[src/rtl/fft_stream_ctrl.sv]
// fft_stream_ctrl: streaming wrapper around a pipelined FFT core.
// Feeds input samples to the core under a clock enable, aligns the core's output frames on its
// sync flag, and buffers bins in a small FIFO whose free space throttles the core, so an output
// is never dropped. A flush request pads any partial frame with zeros, drains every frame
// already started, then resets the core and re-primes.
//
// Ports
//   i_clk, i_reset                      clock, asynchronous active-high reset
//   i_s_valid/o_s_ready/i_s_data        input sample stream {real, imag}
//   o_m_valid/i_m_ready/o_m_data/o_m_last  output bin stream, last on bin N-1
//   i_flush                             level request to drain the pipeline
//   o_fft_reset/o_fft_ce/o_fft_sample   FFT core sync reset, clock enable and sample
//   i_fft_result/i_fft_sync             FFT core output, sync marks bin 0
//   o_busy, o_sync_err, o_frames        status: not idle, sticky sync error, frames emitted
module fft_stream_ctrl #(
    parameter int unsigned LGFFT  = 10,
    parameter int unsigned IWIDTH = 12,
    parameter int unsigned OWIDTH = 16,
    parameter int unsigned LGFIFO = 2
) (
    input  logic                  i_clk,
    input  logic                  i_reset,
    input  logic                  i_s_valid,
    output logic                  o_s_ready,
    input  logic [2*IWIDTH-1:0]   i_s_data,
    output logic                  o_m_valid,
    input  logic                  i_m_ready,
    output logic [2*OWIDTH-1:0]   o_m_data,
    output logic                  o_m_last,
    input  logic                  i_flush,
    output logic                  o_fft_reset,
    output logic                  o_fft_ce,
    output logic [2*IWIDTH-1:0]   o_fft_sample,
    input  logic [2*OWIDTH-1:0]   i_fft_result,
    input  logic                  i_fft_sync,
    output logic                  o_busy,
    output logic                  o_sync_err,
    output logic [15:0]           o_frames
);

    localparam int unsigned N     = 1 << LGFFT;
    localparam int unsigned DEPTH = 1 << LGFIFO;
    localparam logic [LGFFT-1:0] LastIdx = LGFFT'(N - 1);

    localparam logic [1:0] StIdle  = 2'd0;
    localparam logic [1:0] StPrime = 2'd1;
    localparam logic [1:0] StRun   = 2'd2;
    localparam logic [1:0] StFlush = 2'd3;

    logic [1:0]          state_q, state_d;
    logic                fft_reset_q;
    logic                ce_dly_q;
    logic [LGFFT-1:0]    in_idx_q;
    logic [LGFFT-1:0]    out_idx_q;
    logic [3:0]          inflight_q;
    logic                sync_err_q;
    logic [15:0]         frames_q;
    logic [2*OWIDTH:0]   mem_q [DEPTH];
    logic [LGFIFO-1:0]   wr_ptr_q, rd_ptr_q;
    logic [LGFIFO:0]     count_q;

    logic feeding, space, push, pop, frame_start, frame_done, exit_flush, bin_last;

    always_comb begin
        // No samples while the core sits in its reset cycle after a flush; they would be lost.
        feeding      = ((state_q == StPrime) || (state_q == StRun)) && !fft_reset_q;
        // The output of this cycle's enable lands next cycle, so reserve room for it and for
        // the output already in flight.
        space        = (32'(count_q) + 32'(ce_dly_q)) <= 32'(DEPTH - 2);
        o_s_ready    = space && feeding;
        o_fft_ce     = space && ((feeding && i_s_valid) || (state_q == StFlush));
        o_fft_sample = ((state_q == StPrime) || (state_q == StRun)) ? i_s_data : '0;
        o_m_valid    = count_q != '0;
        o_m_data     = mem_q[rd_ptr_q][2*OWIDTH-1:0];
        o_m_last     = mem_q[rd_ptr_q][2*OWIDTH];
        bin_last     = out_idx_q == LastIdx;

        push = 1'b0;
        unique case (state_q)
            // A stale output that arrives during the core reset cycle must not start a frame.
            StPrime: push = ce_dly_q && i_fft_sync && !fft_reset_q;
            StRun:   push = ce_dly_q;
            StFlush: push = ce_dly_q && (inflight_q != '0);
            default: push = 1'b0;
        endcase

        pop         = o_m_valid && i_m_ready;
        frame_start = o_fft_ce && (state_q != StFlush) && (in_idx_q == '0);
        frame_done  = push && bin_last;
        exit_flush  = (state_q == StFlush) && (inflight_q == '0);

        state_d = state_q;
        unique case (state_q)
            StIdle:  if (!fft_reset_q) state_d = StPrime;
            StPrime: if (push) state_d = StRun;
            StRun:   if (i_flush) state_d = StFlush;
            StFlush: if (exit_flush) state_d = StPrime;
            default: state_d = StIdle;
        endcase
    end

    always_ff @(posedge i_clk or posedge i_reset) begin
        if (i_reset) begin
            state_q     <= StIdle;
            fft_reset_q <= 1'b1;
            ce_dly_q    <= 1'b0;
            in_idx_q    <= '0;
            out_idx_q   <= '0;
            inflight_q  <= '0;
            sync_err_q  <= 1'b0;
            frames_q    <= '0;
            wr_ptr_q    <= '0;
            rd_ptr_q    <= '0;
            count_q     <= '0;
        end else begin
            state_q     <= state_d;
            fft_reset_q <= exit_flush;
            ce_dly_q    <= o_fft_ce;

            if (exit_flush) begin
                in_idx_q <= '0;
            end else if (o_fft_ce) begin
                in_idx_q <= in_idx_q + LGFFT'(1);
            end

            if (exit_flush) begin
                out_idx_q <= '0;
            end else if (push) begin
                out_idx_q <= out_idx_q + LGFFT'(1);
            end

            // Frames started but not yet fully pushed; frozen against new starts in flush so it
            // counts down to the end of the drain.
            if (exit_flush) begin
                inflight_q <= '0;
            end else begin
                inflight_q <= inflight_q + 4'(frame_start) - 4'(frame_done);
            end

            if (push && (state_q != StPrime) && (i_fft_sync != (out_idx_q == '0))) begin
                sync_err_q <= 1'b1;
            end

            if (pop && o_m_last) begin
                frames_q <= frames_q + 16'd1;
            end

            if (push) wr_ptr_q <= wr_ptr_q + LGFIFO'(1);
            if (pop)  rd_ptr_q <= rd_ptr_q + LGFIFO'(1);
            count_q <= count_q + (LGFIFO + 1)'(push) - (LGFIFO + 1)'(pop);
        end
    end

    // Storage needs no reset; validity is tracked by count_q.
    always_ff @(posedge i_clk) begin
        if (push) begin
            mem_q[wr_ptr_q] <= {bin_last, i_fft_result};
        end
    end

    assign o_fft_reset = fft_reset_q;
    assign o_busy      = state_q != StIdle;
    assign o_sync_err  = sync_err_q;
    assign o_frames    = frames_q;

endmodule

[config.mk]
export PLATFORM = sky130hd
export DESIGN_NAME = fft_stream_ctrl
export DESIGN_NICKNAME = d
export VERILOG_FILES = /design/src/rtl/fft_stream_ctrl.sv
export SDC_FILE = /design/constraint.sdc
export NUM_CORES = 1
export LEC_CHECK = 0
export CAP_MARGIN = 20
export CORE_MARGIN = 2
export CORE_UTILIZATION = 30
export CTS_BUF_LIST = sky130_fd_sc_hd__clkbuf_4 sky130_fd_sc_hd__clkbuf_8
export DETAILED_ROUTE_END_ITERATION = 12
export PLACE_DENSITY_LB_ADDON = 0.08
export SLEW_MARGIN = 30
export SYNTH_ARGS = -nofsm -noshare
export SYNTH_HDL_FRONTEND = slang
export SYNTH_SLANG_ARGS = --single-unit
[constraint.sdc]
create_clock -name i_clk -period 7.4 [get_ports i_clk]
set_input_delay 1.48 -clock i_clk [delete_from_list [all_inputs] [get_ports i_clk]]
set_output_delay 1.48 -clock i_clk [all_outputs]
set_load 0.01 [all_outputs]
==> results of run 1 <==
## cells in the final DEF (no fill, tap or decap), types with 2 or more instances in the layout
master           instances
nor3_1                   7
fa_1                     2
nor2b_1                  4
and4_1                   3
o31ai_1                  8
and2_1                  26
a21oi_1                 16
inv_1                   25
nand4_1                  6
clkinv_8                 5
nor2_1                  11
nand2_1                 13
or3_1                    5
clkbuf_8                17
dfrtp_1                 49
and3_1                   7
clkinv_4                 2
or2_2                    2
mux2i_1                  3
edfxtp_1               132
and3_4                   4
inv_6                    5
ha_1                    24
a21o_1                   2
and3b_1                  2
or4_1                    8
buf_4                    3
nor4_1                   3
xnor2_1                 17
clkdlybuf4s50_1        140
xor2_1                   8
nand3_1                 17
mux4_2                  33
o21ai_0                  8
## area by class of cell
type / instances / area (um^2)
clock inverter: 14 / 158.9
fill: 2442 / 15830
timing repair buffer: 143 / 1424
multi-input combinational: 257 / 2396
sequential: 184 / 5271
clock buffer: 18 / 241.5
inverter: 26 / 97.59
tap: 335 / 419.2
## flip-flops by register name, summed over array words and instances (netlist names), 2 cells and up
signal      flops
count_q         3
in_idx_q       10
inflight_q      4
mem_q         132
o_frames       16
out_idx_q      10
rd_ptr_q        2
state_q         2
wr_ptr_q        2
## logic make-up (layout without fill, tap and decap cells)
group	count (synthesis)	after routing
multiplexers	38	38
flip-flops	184	184
AND/OR/NAND/NOR	125	125
AO/OA/AOI/OAI	43	43
buffers and inverters	43	201
adder cells (fa/ha/maj)	26	26
XOR/XNOR	25	25
## final timing paths
check	from	end	slack, ns	cells past startpoint
setup / recovery	i_s_valid	o_fft_ce	2.46	5
hold / removal	o_sync_err	o_sync_err	0.48	1
setup reg to reg	state_q[0]	inflight_q[1]	3.86	11
hold reg to reg	o_sync_err	o_sync_err	0.48	1
max in group asynchronous	i_reset	rd_ptr_q[1]	5.35	3
min in group asynchronous	i_reset	o_frames[13]	1.50	3
## power breakdown
| group | internal, W | switching (W) | total (W) |
|---|---|---|---|
| logic | 0.000727 | 0.000596 | 0.00132 |
| clock network | 0.000258 | 0.000405 | 0.000663 |
| registers | 0.00127 | 0.000160 | 0.00143 |
## per-layer routing
metal  track usage  vias to the layer above  share of wire
met5             0                        -              0
met4       0.03527                        0         0.0062
met3       0.03896                        7          0.058
met2        0.2073                      131           0.48
met1        0.1572                     2280           0.46
li1              -                     2138              -
## stage by stage
stage,hold slack [ns],cells,total power [W],utilization
after floorplan,0.4932,484,0.002173,-
after CTS,0.4795,977,0.003484,0.3873
after detailed placement,0.4593,945,0.002806,0.3718
after global placement,0.4572,945,0.002784,0.3712
final,0.4790,977,0.003412,0.3874
after global routing,0.4894,977,0.003646,0.3874
==> results.md, run 1 <==
Run status:
- The flow ran to the end, and the final reports show no timing, DRC or antenna violations.

Power and ir drop:
- The total power per unit cell area is between 300 and 400 mW/mm^2.
- VDD sags by at most 0.0001506 V.
- The analysis attributes to cell leakage a power of 3.590 nW.

Global route:
- The number of global-route vias before repair came to 4922.
- The global-route usage over all layers is 0.1248.
- Summed over all layers, the global routing overflow is 0.
- The largest net degree at the start of global routing is 53.
- The first-pass GRT wire length is 25870 um.
- The number of antenna violations at the first check in global routing is 0.

Logic synthesis:
- The parity-gate share of the synthesized area counting xor and xnor cells is 0.02797.
- The fraction of the mapped netlist area in compound gates is 0.03597.
- Yosys mapped a number of flops with a built-in enable equal to 132.
- The average instance in the mapped netlist occupies 16.17 um^2.
- For this run, asynchronously set or reset flops after synthesis account for 0.2826.
- By area the synthesized netlist is led by edfxtp_1 51%, dfrtp_1 16%, mux4_2 9.5%.
- The multiplexer area fraction after synthesis is 0.1021.
- The mapped cell area is 0.007828 mm^2.
- The cell type contributing the most total cell area after synthesis is edfxtp_1.
- Of the total synthesized cell area, the portion taken by AND, OR, NAND and NOR gates is 0.09399.
- Synthesis produced a netlist with a net count of 572.
- The commonest cells after synthesis are 132 x edfxtp_1, 51 x dfrtp_1, 33 x mux4_2.
- Of the synthesized area, sequential elements account for 0.6728.
- The main combinational cell family by area after synthesis is multiplexers.
- In the synthesized netlist, the number of instances is between 400 and 500.
- The library cell with the highest instance count after synthesis is edfxtp_1.
- Of the post-synthesis cell area, the dominant cell type holds 0.5064.
- After synthesis the netlist holds a flip-flop and latch count of 184.
- The post-synthesis adder-cell area fraction is 0.04348.
- The number of different library cells used by synthesis comes to 51.
- The most used flip-flop cell after synthesis is edfxtp_1.
- Yosys printed 0 warnings.

Worst hold path:
- In this run the worst hold path is classified as register to register.

Floorplanning:
- The die outline area is 0.02740 mm^2.
- In this run the standard cell core region covers 0.02584 mm^2.
- The die boundary width is 165.5 um.
- The initialized floorplan defines between 50 and 60 standard-cell rows.
- The initial utilization of the core area, before any placement, comes to 0.3030.
- During I/O placement, the number of pins put on the boundary was 141.
- From bottom edge to top edge, the die measures around 170 um.

Finish:
- The area growth from synthesis to layout is 27.86%.
- The finished cells cover 0.01001 mm^2.
- The count of inserted antenna diode cells is 0.
- The number of nets at the end of the flow is 717.
- In the final layout, the share of cells above drive strength 1 is 0.1308.

Placed design:
- The count of buffers added on input and output ports is 140.
- Detailed placement ended at an HPWL of 10600 um.
- Routability-driven placement finished with a final weighted congestion of between 0.7 and 0.8.
- At the placement stage, the worst setup path has a slack of 2.451 ns.
- In this run the cell area measured after placement is slightly below 0.01 mm^2.

CTS:
- The count of instances resized after the clock tree is built is 0.
- After clock tree synthesis, the clock-pin slew on the worst setup and hold paths is 0.10 ns.
- The sink count of the clock tree is roughly 180.
- The count of hold-fix buffers inserted at cts is 0.
- At the later pin of the worst-skew pair, clock insertion delay measures 0.46 ns.
- The number of buffers between clock root and the deepest sink is 2.
- The post-CTS setup buffer count is 0.
- The cell chosen for the clock root is clkbuf_8.
- The number of clock buffers added by TritonCTS is 17.
- In this run the number of H-tree levels came out at 4.
- The clock tree from TritonCTS is done.

Detailed routing:
- The first TritonRoute pass finished after 5 iterations.
- The first routing iteration left 216 violations.
- The total via count in the routed design is roughly 4600.
- The routed design has between 15000 and 20000 um of wire.
- For this run, design rule violations remaining after detail routing come to 0.
- The average via count per standard cell is 4.663.
- The count of nets left with antenna violations once routing finished came out at 0.
- In the final routed layout, each cell accounts on average for 16.86 um.

Critical path:
- The critical path goes through clkdlybuf4s50_1 > and3b_1 > o211ai_1 > inv_1 > clkdlybuf4s50_1.
- The worst setup path is of the primary input to output pin kind.
- The type of destination of the critical path is an output pin.
- The data arrival time at the worst-slack endpoint is between 3 and 4 ns.
- The stage delay of the slowest cell on the critical path is 0.70 ns.
- In this run the worst path has a maximum fanout of 13.
- The cell that appears most often on the critical path is clkdlybuf4s50_1.
- Broken down by cell family, the worst path's largest delay share belongs to buffers and inverters.
- The largest individual stage delay along the critical path comes from the cell o211ai_1.
- The critical path contains buffers and inverters numbering 3 combined.
- The kind of start point of the critical path is a primary input.
- The required arrival time at the worst endpoint is 5.92 ns.

Timing:
- The hold violation total from the final report is 0.
- The count of endpoints failing setup in the final report is 0.
- The worst relative slew slack is 0.4181.
- The worst clock skew is 0.01895 ns.
- The period utilization is 0.6681.
- After layout, the worst setup slack is 2.456 ns.
- Setup repair after global routing left no endpoint under its margin.
- For this run, the top clock speed supported by timing is ~0.20 GHz.
- The count of final max-slew check failures was 0.
- For the final routed database, the setup TNS stands at 0 ns.
- The shortest clock period the worst path allows after layout is 4.944 ns.
- At the pin with the least slew margin, the transition time is 0.8690 ns.

Job:
- The total of max-cap violations is 0.
Power figures use the tool's default switching activity.
==> run 2, diff against run 1 <==
==> constraint.sdc (replaced) <==
create_clock -name i_clk -period 4.2 [get_ports i_clk]
set_input_delay 0.84 -clock i_clk [delete_from_list [all_inputs] [get_ports i_clk]]
set_output_delay 0.84 -clock i_clk [all_outputs]
set_load 0.01 [all_outputs]
==> results.md, run 2 (same netlist as run 1, synthesis figures left out) <==
Power and ir drop:
- The proportion of power drawn by the clock network is 0.188 (-0.006).
- The maximum VDD drop is 0.0002919 V (+94%).
- The total power per unit cell area is 598.8 mW/mm^2 (+76%).
- The internal portion of total power is 0.003973 W (+76%).
- The switching power of the nets came to 0.002033 W (+75%).
- The total power after layout came to 0.006006 W (+76%).
- The fraction of power consumed by combinational cells is 0.395 (+0.007).
- The relative contribution of sequential cells to total power came to 0.416 (-0.002).
- The switching part of the total is 0.3386 (-0.001697).
- The leakage component of the power was 3.618 nW (+0.77%).

Critical path:
- The stage delay of the slowest cell on the critical path is 0.63 ns (-0.07 ns).
- STA classifies the critical path endpoint as an output pin.
- The data arrival time at the worst-slack endpoint is 2.67 ns (-0.79 ns).
- For this design, the slowest cell found on the critical path is ha_1.
- Traced cell by cell, the critical path runs through inv_1 > ha_1 > and3b_1 > o211ai_1 > inv_1 > clkdlybuf4s50_1.
- The category of the most critical setup path is register to output pin.
- The largest fanout on the critical path came to 27 (+14).
- The cell repeated most along the worst path is inv_1.
- The required arrival time at the worst endpoint was 3.36 ns (-2.56 ns).
- The worst setup path is launched from a register.

Finish:
- The number of nets at the end of the flow is 723 (+0.84%).
- The largest register by flop count is mem_q.
- The fraction of final layout cells with drive strength greater than 1 came to 0.1376 (+0.006717).
- The library cell used most frequently in the layout, excluding fill and tap cells, is clkdlybuf4s50_1.
- The top cell types in the final layout, fill and taps aside, are 140 x clkdlybuf4s50_1, 132 x edfxtp_1, 49 x dfrtp_1.
- The area added between synthesis and finish is 28.15%.
- The final instance area is 0.01003 mm^2 (+0.23%).
- The count of inserted antenna diode cells came to 0 (unchanged).
- The total of fill cells in the finished design is 2416 (-1.1%).
- The flip-flop count of the largest register, all copies and words added is 132 (unchanged).
- The filler-free cell count of the finished design is 982 (+0.51%).

CTS:
- The H-tree depth reported by CTS came to 4 (unchanged).
- The sink count of the clock tree is 184 (unchanged).
- The count of hold-fix buffers inserted at cts is 0 (unchanged).
- The clock tree from TritonCTS is done.
- The number of buffers between clock root and the deepest sink was 2 (unchanged).
- The clock-pin slew on the worst setup and hold paths is 0.11 ns (about the same).
- The clock latency at the later pin of the worst-skew pair is 0.45 ns (about the same).
- The count of instances resized after the clock tree is built is 0 (unchanged).
- The tree is rooted in a clkbuf_8.
- The number of buffers inserted during clock tree synthesis is 17 (unchanged).
- The post-CTS setup buffer count is 0 (unchanged).

Floorplanning:
- The count of boundary I/O pins is 141 (unchanged).
- The area of the core is 0.02584 mm^2 (unchanged).
- The die boundary width is 165.5 um (unchanged).
- The y dimension of the die is 165.5 um (unchanged).
- The row count is 59 (unchanged).
- The die outline area was 0.02740 mm^2 (unchanged).
- The effective utilization at floorplan came to 0.3030 (unchanged).

Global route:
- The first-pass GRT wire length is 26190 um (+1.3%).
- The global-route usage over all layers is 0.1270 (+0.002195).
- The number of global-route vias before repair was 4972 (+1.0%).
- The largest net degree at the start of global routing is 34 (-36%).
- The number of antenna violations at the first check in global routing came to 0 (unchanged).
- The total grt overflow was 0 (unchanged).

Timing:
- Static timing analysis puts the maximum clock frequency at 0.2851 GHz.
- The shortest clock period the worst path allows after layout is approximately 3.5 ns.
- Setup repair after global routing left no endpoint under its margin.
- The aggregate negative setup slack came to 0 ns (unchanged).
- The worst clock skew is 0.01954 ns (+0.0005873 ns).
- The count of final max-slew check failures is 0 (unchanged).
- The count of endpoints failing setup in the final report is 0 (unchanged).
- The tightest hold margin is 0.4763 ns (-0.002702 ns).
- The worst relative slew slack is 0.4410 (+0.02285).
- The transition time at the pin with the least slew margin is 0.8368 ns (-0.03218 ns).
- Of the available clock period, the critical path in the final layout requires 0.8352.
- The hold violation total from the final report is 0 (unchanged).

Detailed routing:
- The average via count per standard cell came to 4.708 (+0.95%).
- The count of nets left with antenna violations after detail routing is 0 (unchanged).
- The detailed-route wire length per cell was 17.06 um (+1.1%).
- The DRC violation total after the first TritonRoute iteration is 187 (-13%).
- The total via count in the routed design was 4623 (+1.5%).
- The number of detailed-routing iterations run before antenna repair is 4 (-1).
- The number of remaining DRC errors is 0 (unchanged).
- The total wire length is 16750 um (+1.7%).

Run status:
- The run finished with clean final reports.

Worst hold path:
- The type of the most critical hold path is register to register.

Placed design:
- The number of buffers inserted by port buffering was 140 (unchanged).
- The total placed cells including tap cells was 951 (+0.63%).
- The sum of net half-perimeters after detailed placement is 10950 um (+3.3%).
- The cell area after placement is 0.009661 mm^2 (+0.57%).
- The placer congestion estimate is 0.7338 (-6.5%).

Job:
- The total of max-cap violations came to 0 (unchanged).
[run 2: changes by cell type in the layout (fill, tap and decap cells not counted), moves of 2 or more]
cell and delta:
clkinv_8 -3, and3_2 +4, buf_12 +2, clkinvlp_4 +2
buf_4 +4, and3_4 -4
[run 2: cell type report]
type	instances	area, um^2	share of cell area
Sequential cell	184	5269	0.5253
Multi-Input combinational cell	257	2381	0.2374
Tap cell	335	419.2	0.04179
Clock inverter	14	136.4	0.01360
Clock buffer	17	234.0	0.02333
Timing Repair Buffer	149	1494	0.1489
Inverter	26	97.59	0.009729
[run 2: per-stage QoR]
stage,setup slack [ns],utilization
floorplan,1.401,-
global placement,0.5172,0.3739
detailed placement,0.4074,0.3739
CTS,0.5799,0.3882
global route,0.3795,0.3882
finish,0.6923,0.3882
[run 2: worst max-delay path: cells and delay by family (launching register included)]
kind	cells	cell delay (ns)
buffers and inverters	3	0.79
AO/OA/AOI/OAI	1	0.11
AND/OR/NAND/NOR	1	0.27
flip-flops	1	0.41
adder cells (fa/ha/maj)	1	0.63
[run 2: power by group through the flow]
stage               clock network, W  registers [W]  logic [W]
floorplan                          0        0.00241    0.00142
global placement                   0        0.00255    0.00241
detailed placement                 0        0.00256    0.00243
CTS                          0.00118        0.00252    0.00244
global route                 0.00125        0.00255    0.00261
finish                       0.00113        0.00250    0.00237
[run 2: final timing paths]
path,cells past startpoint,startpoint,slack [ns],to
worst max-delay path,6,state_q[1],0.69,o_fft_ce
max in group asynchronous,3,i_reset,2.63,o_fft_reset
worst min-delay path,1,o_frames[15],0.48,o_frames[15]
worst min register to register,1,o_frames[15],0.48,o_frames[15]
min in group asynchronous,2,i_reset,0.80,o_frames[13]
worst max register to register,12,inflight_q[2],0.95,inflight_q[2]
[run 2: metal layers]
layer	wire (um)	part of all wire	vias to the layer above	GRT usage
li1	-	-	2143	-
met1	7200	0.43	2321	0.1584
met2	8308	0.50	150	0.2144
met3	1115	0.067	9	0.03821
met4	126	0.0075	0	0.03448
met5	0	0	-	0
==> run 3, diff against run 2 <==
==> constraint.sdc (replaced) <==
create_clock -name i_clk -period 3.1 [get_ports i_clk]
set_input_delay 0.62 -clock i_clk [delete_from_list [all_inputs] [get_ports i_clk]]
set_output_delay 0.62 -clock i_clk [all_outputs]
set_load 0.01 [all_outputs]
==> results.md, run 3 (same netlist as run 1, synthesis figures left out) <==
Critical path:
- The worst setup path is captured at an output pin.
- The source of the worst register-to-register timing path is inflight_q[2].
- The critical path buffer and inverter count is 2 (-1).
- STA classifies the critical path startpoint as a register.
- The data arrival time at the worst-slack endpoint is 2.26 ns (-0.41 ns).
- In this run the critical register-to-register path is captured at inflight_q[2].
- The cell depth of the worst setup path is 3 (-3).
- The startpoint of the worst setup timing path is rd_ptr_q[0].
- On the critical path the largest part of the delay comes from buffers and inverters.
- The required arrival time at the worst endpoint is 2.48 ns (-0.88 ns).
- In this run the worst setup path terminates at o_m_data[3].
- The stage delay of the slowest cell on the critical path is 0.53 ns (-0.10 ns).
- The register-to-register path setup slack is 0.32 ns (-0.63 ns).
- The critical path goes through buf_12 > mux4_2 > clkdlybuf4s50_1.
- The largest fanout on the critical path is 18 (-33%).
- The worst reg2reg path depth is 12 (unchanged).
- The category of the most critical setup path is register to output pin.
- The highest-delay cell along the critical path is dfrtp_4.

CTS:
- The number of buffers between clock root and the deepest sink is 2 (unchanged).
- The number of buffers inserted during clock tree synthesis is 17 (unchanged).
- The cell chosen for the clock root is clkbuf_8.
- The clock latency at the later pin of the worst-skew pair is 0.45 ns (about the same).
- The sink count of the clock tree is 184 (unchanged).
- TritonCTS built the clock tree.
- The H-tree depth reported by CTS was 4 (unchanged).
- The clock-pin slew on the worst setup and hold paths was 0.11 ns (about the same).

Placed design:
- The number of buffers inserted by port buffering came to 140 (unchanged).
- The placer congestion estimate is 0.7207 (-1.8%).
- The sum of net half-perimeters after detailed placement is 11440 um (+4.4%).

Floorplanning:
- The row count is 59 (unchanged).
- The y dimension of the die is 165.5 um (unchanged).
- The effective utilization at floorplan came to 0.3030 (unchanged).
- The count of boundary I/O pins is 141 (unchanged).
- The die boundary width is 165.5 um (unchanged).
- The area of the core is 0.02584 mm^2 (unchanged).
- The die outline area is 0.02740 mm^2 (unchanged).

Timing:
- Static timing analysis puts the maximum clock frequency at 0.3468 GHz.
- The worst clock skew is 0.01289 ns (-0.006647 ns).
- The transition time at the pin with the least slew margin is 0.4829 ns (-0.3539 ns).
- The shortest clock period the worst path allows after layout is 2.883 ns.
- The tightest hold margin is 0.4743 ns (-0.001968 ns).
- The worst relative slew slack was 0.6777 (+0.2367).
- The hold violation total from the final report was 0 (unchanged).
- Setup repair after global routing left no endpoint under its margin.
- The period utilization is 0.9301.
- The count of endpoints failing setup in the final report was 0 (unchanged).
- The aggregate negative setup slack was 0 ns (unchanged).
- The count of final max-slew check failures is 0 (unchanged).

Global route:
- The number of global-route vias before repair is 5007 (+0.70%).
- The global-route usage over all layers is 0.1281 (+0.001101).
- The first-pass GRT wire length came to 26540 um (+1.3%).
- The number of antenna violations at the first check in global routing came to 0 (unchanged).
- The largest net degree at the start of global routing was 35 (+2.9%).
- The total grt overflow was 0 (unchanged).

Finish:
- In the layout the commonest cells are 138 x clkdlybuf4s50_1, 132 x edfxtp_1, 49 x dfrtp_1.
- The commonest non-fill, non-tap cell in the layout is clkdlybuf4s50_1.
- The largest register by flop count is mem_q.
- The fraction of final layout cells with drive strength greater than 1 is 0.1594 (+0.02184).
- The flip-flop count of the largest register, all copies and words added came to 132 (unchanged).
- The number of nets at the end of the flow is 740 (+2.4%).
- The count of inserted antenna diode cells is 0 (unchanged).
- The area added between synthesis and finish is 30.55%.

Detailed routing:
- The count of nets left with antenna violations after detail routing came to 0 (unchanged).
- The total wire length is 16880 um (+0.78%).
- The total via count in the routed design came to 4723 (+2.2%).
- The DRC violation total after the first TritonRoute iteration came to 290 (+55%).
- The number of remaining DRC errors is 0 (unchanged).
- The average via count per standard cell is 4.723 (+0.32%).
- The detailed-route wire length per cell came to 16.88 um (-1.0%).
- The number of detailed-routing iterations run before antenna repair is 4 (unchanged).

Power and ir drop:
- The switching part of the total was 0.3361 (-0.002464).
- The total power per unit cell area came to 814.9 mW/mm^2 (+36%).
- The leakage component of the power is 3.722 nW (+2.9%).
- The switching power of the nets is 0.002799 W (+38%).
- The proportion of power drawn by the clock network is 0.181 (-0.007).
- The fraction of power consumed by combinational cells is 0.425 (+0.030).
- The maximum VDD drop is 0.0003534 V (+21%).
- The internal portion of total power is 0.005528 W (+39%).
- The relative contribution of sequential cells to total power came to 0.394 (-0.022).

Run status:
- The run finished with clean final reports.

Job:
- The total of max-cap violations is 0 (unchanged).

Worst hold path:
- The type of the most critical hold path is primary input to async pin.
run 3: cell types whose count changed in the layout (fill, tap and decap cells not counted), sizes merged:
cell,delta
inv,+2
clkdlybuf4s50,-2
clkinvlp,+2
clkinv,-3
dlygate4sd2,+2
buf,+17
run 3: layout make-up:
type | count | area (um^2)
fill | 2457 | 15620
sequential | 184 | 5271
multi-input combinational | 257 | 2381
timing repair buffer | 166 | 1682
tap | 335 | 419.2
clock buffer | 17 | 234.0
clock inverter | 15 | 133.9
inverter | 26 | 97.59
run 3: per-stage QoR:
stage               total power (W)  instances  instance area, um^2  worst slack [ns]  utilization
finish                     0.008327       1000                10220            0.2167       0.3955
global route               0.008878       1000                10220           0.09622       0.3955
CTS                        0.008433        994                10170           0.02235       0.3938
detailed placement         0.006905        962                 9806           0.07347       0.3795
global placement           0.006860        962                 9806            0.1036       0.3795
floorplan                  0.005186        484                 7828            0.3013            -
run 3: worst register-to-register path, delay by kind of cell, from the launching register on:
| kind | cells | cell delay, ns |
|---|---|---|
| XOR/XNOR | 1 | 0.16 |
| flip-flops | 1 | 0.38 |
| AO/OA/AOI/OAI | 1 | 0.25 |
| buffers and inverters | 2 | 0.12 |
| AND/OR/NAND/NOR | 4 | 0.72 |
| adder cells (fa/ha/maj) | 4 | 1.03 |
run 3: repair_timing:
action                                  CTS  global route
gates resized for setup                   3             0
hold buffers                              0             0
endpoints found under the setup margin   26            11
buffers inserted                          0             6
run 3: worst min-delay path by stage:
| stage | startpoint | endpoint | slack (ns) | cells after the start |
|---|---|---|---|---|
| after global routing | i_reset | o_frames[14] | 0.49 | 2 |
| final | i_reset | o_frames[13] | 0.47 | 2 |
| after floorplan | o_sync_err | o_sync_err | 0.49 | 1 |
| after CTS | i_reset | o_frames[13] | 0.46 | 2 |
| after detailed placement | o_sync_err | o_sync_err | 0.46 | 1 |
| after global placement | o_sync_err | o_sync_err | 0.45 | 1 |
run 3: power by group through the flow:
stage	Clock (W)	Combinational (W)	Sequential [W]
final	0.00150	0.00354	0.00328
after global routing	0.00165	0.00389	0.00334
after CTS	0.00158	0.00354	0.00332
after detailed placement	0	0.00354	0.00337
after global placement	0	0.00352	0.00334
after floorplan	0	0.00193	0.00326
run 3: per-layer routing:
layer / global-route usage / vias to the layer above / part of all wire / routed length, um
met3: 0.03571 / 10 / 0.054 / 908
met2: 0.2160 / 134 / 0.49 / 8258
li1: - / 2181 / - / -
met5: 0 / - / 0 / 0
met1: 0.1622 / 2398 / 0.45 / 7562
met4: 0.03448 / 0 / 0.0089 / 150
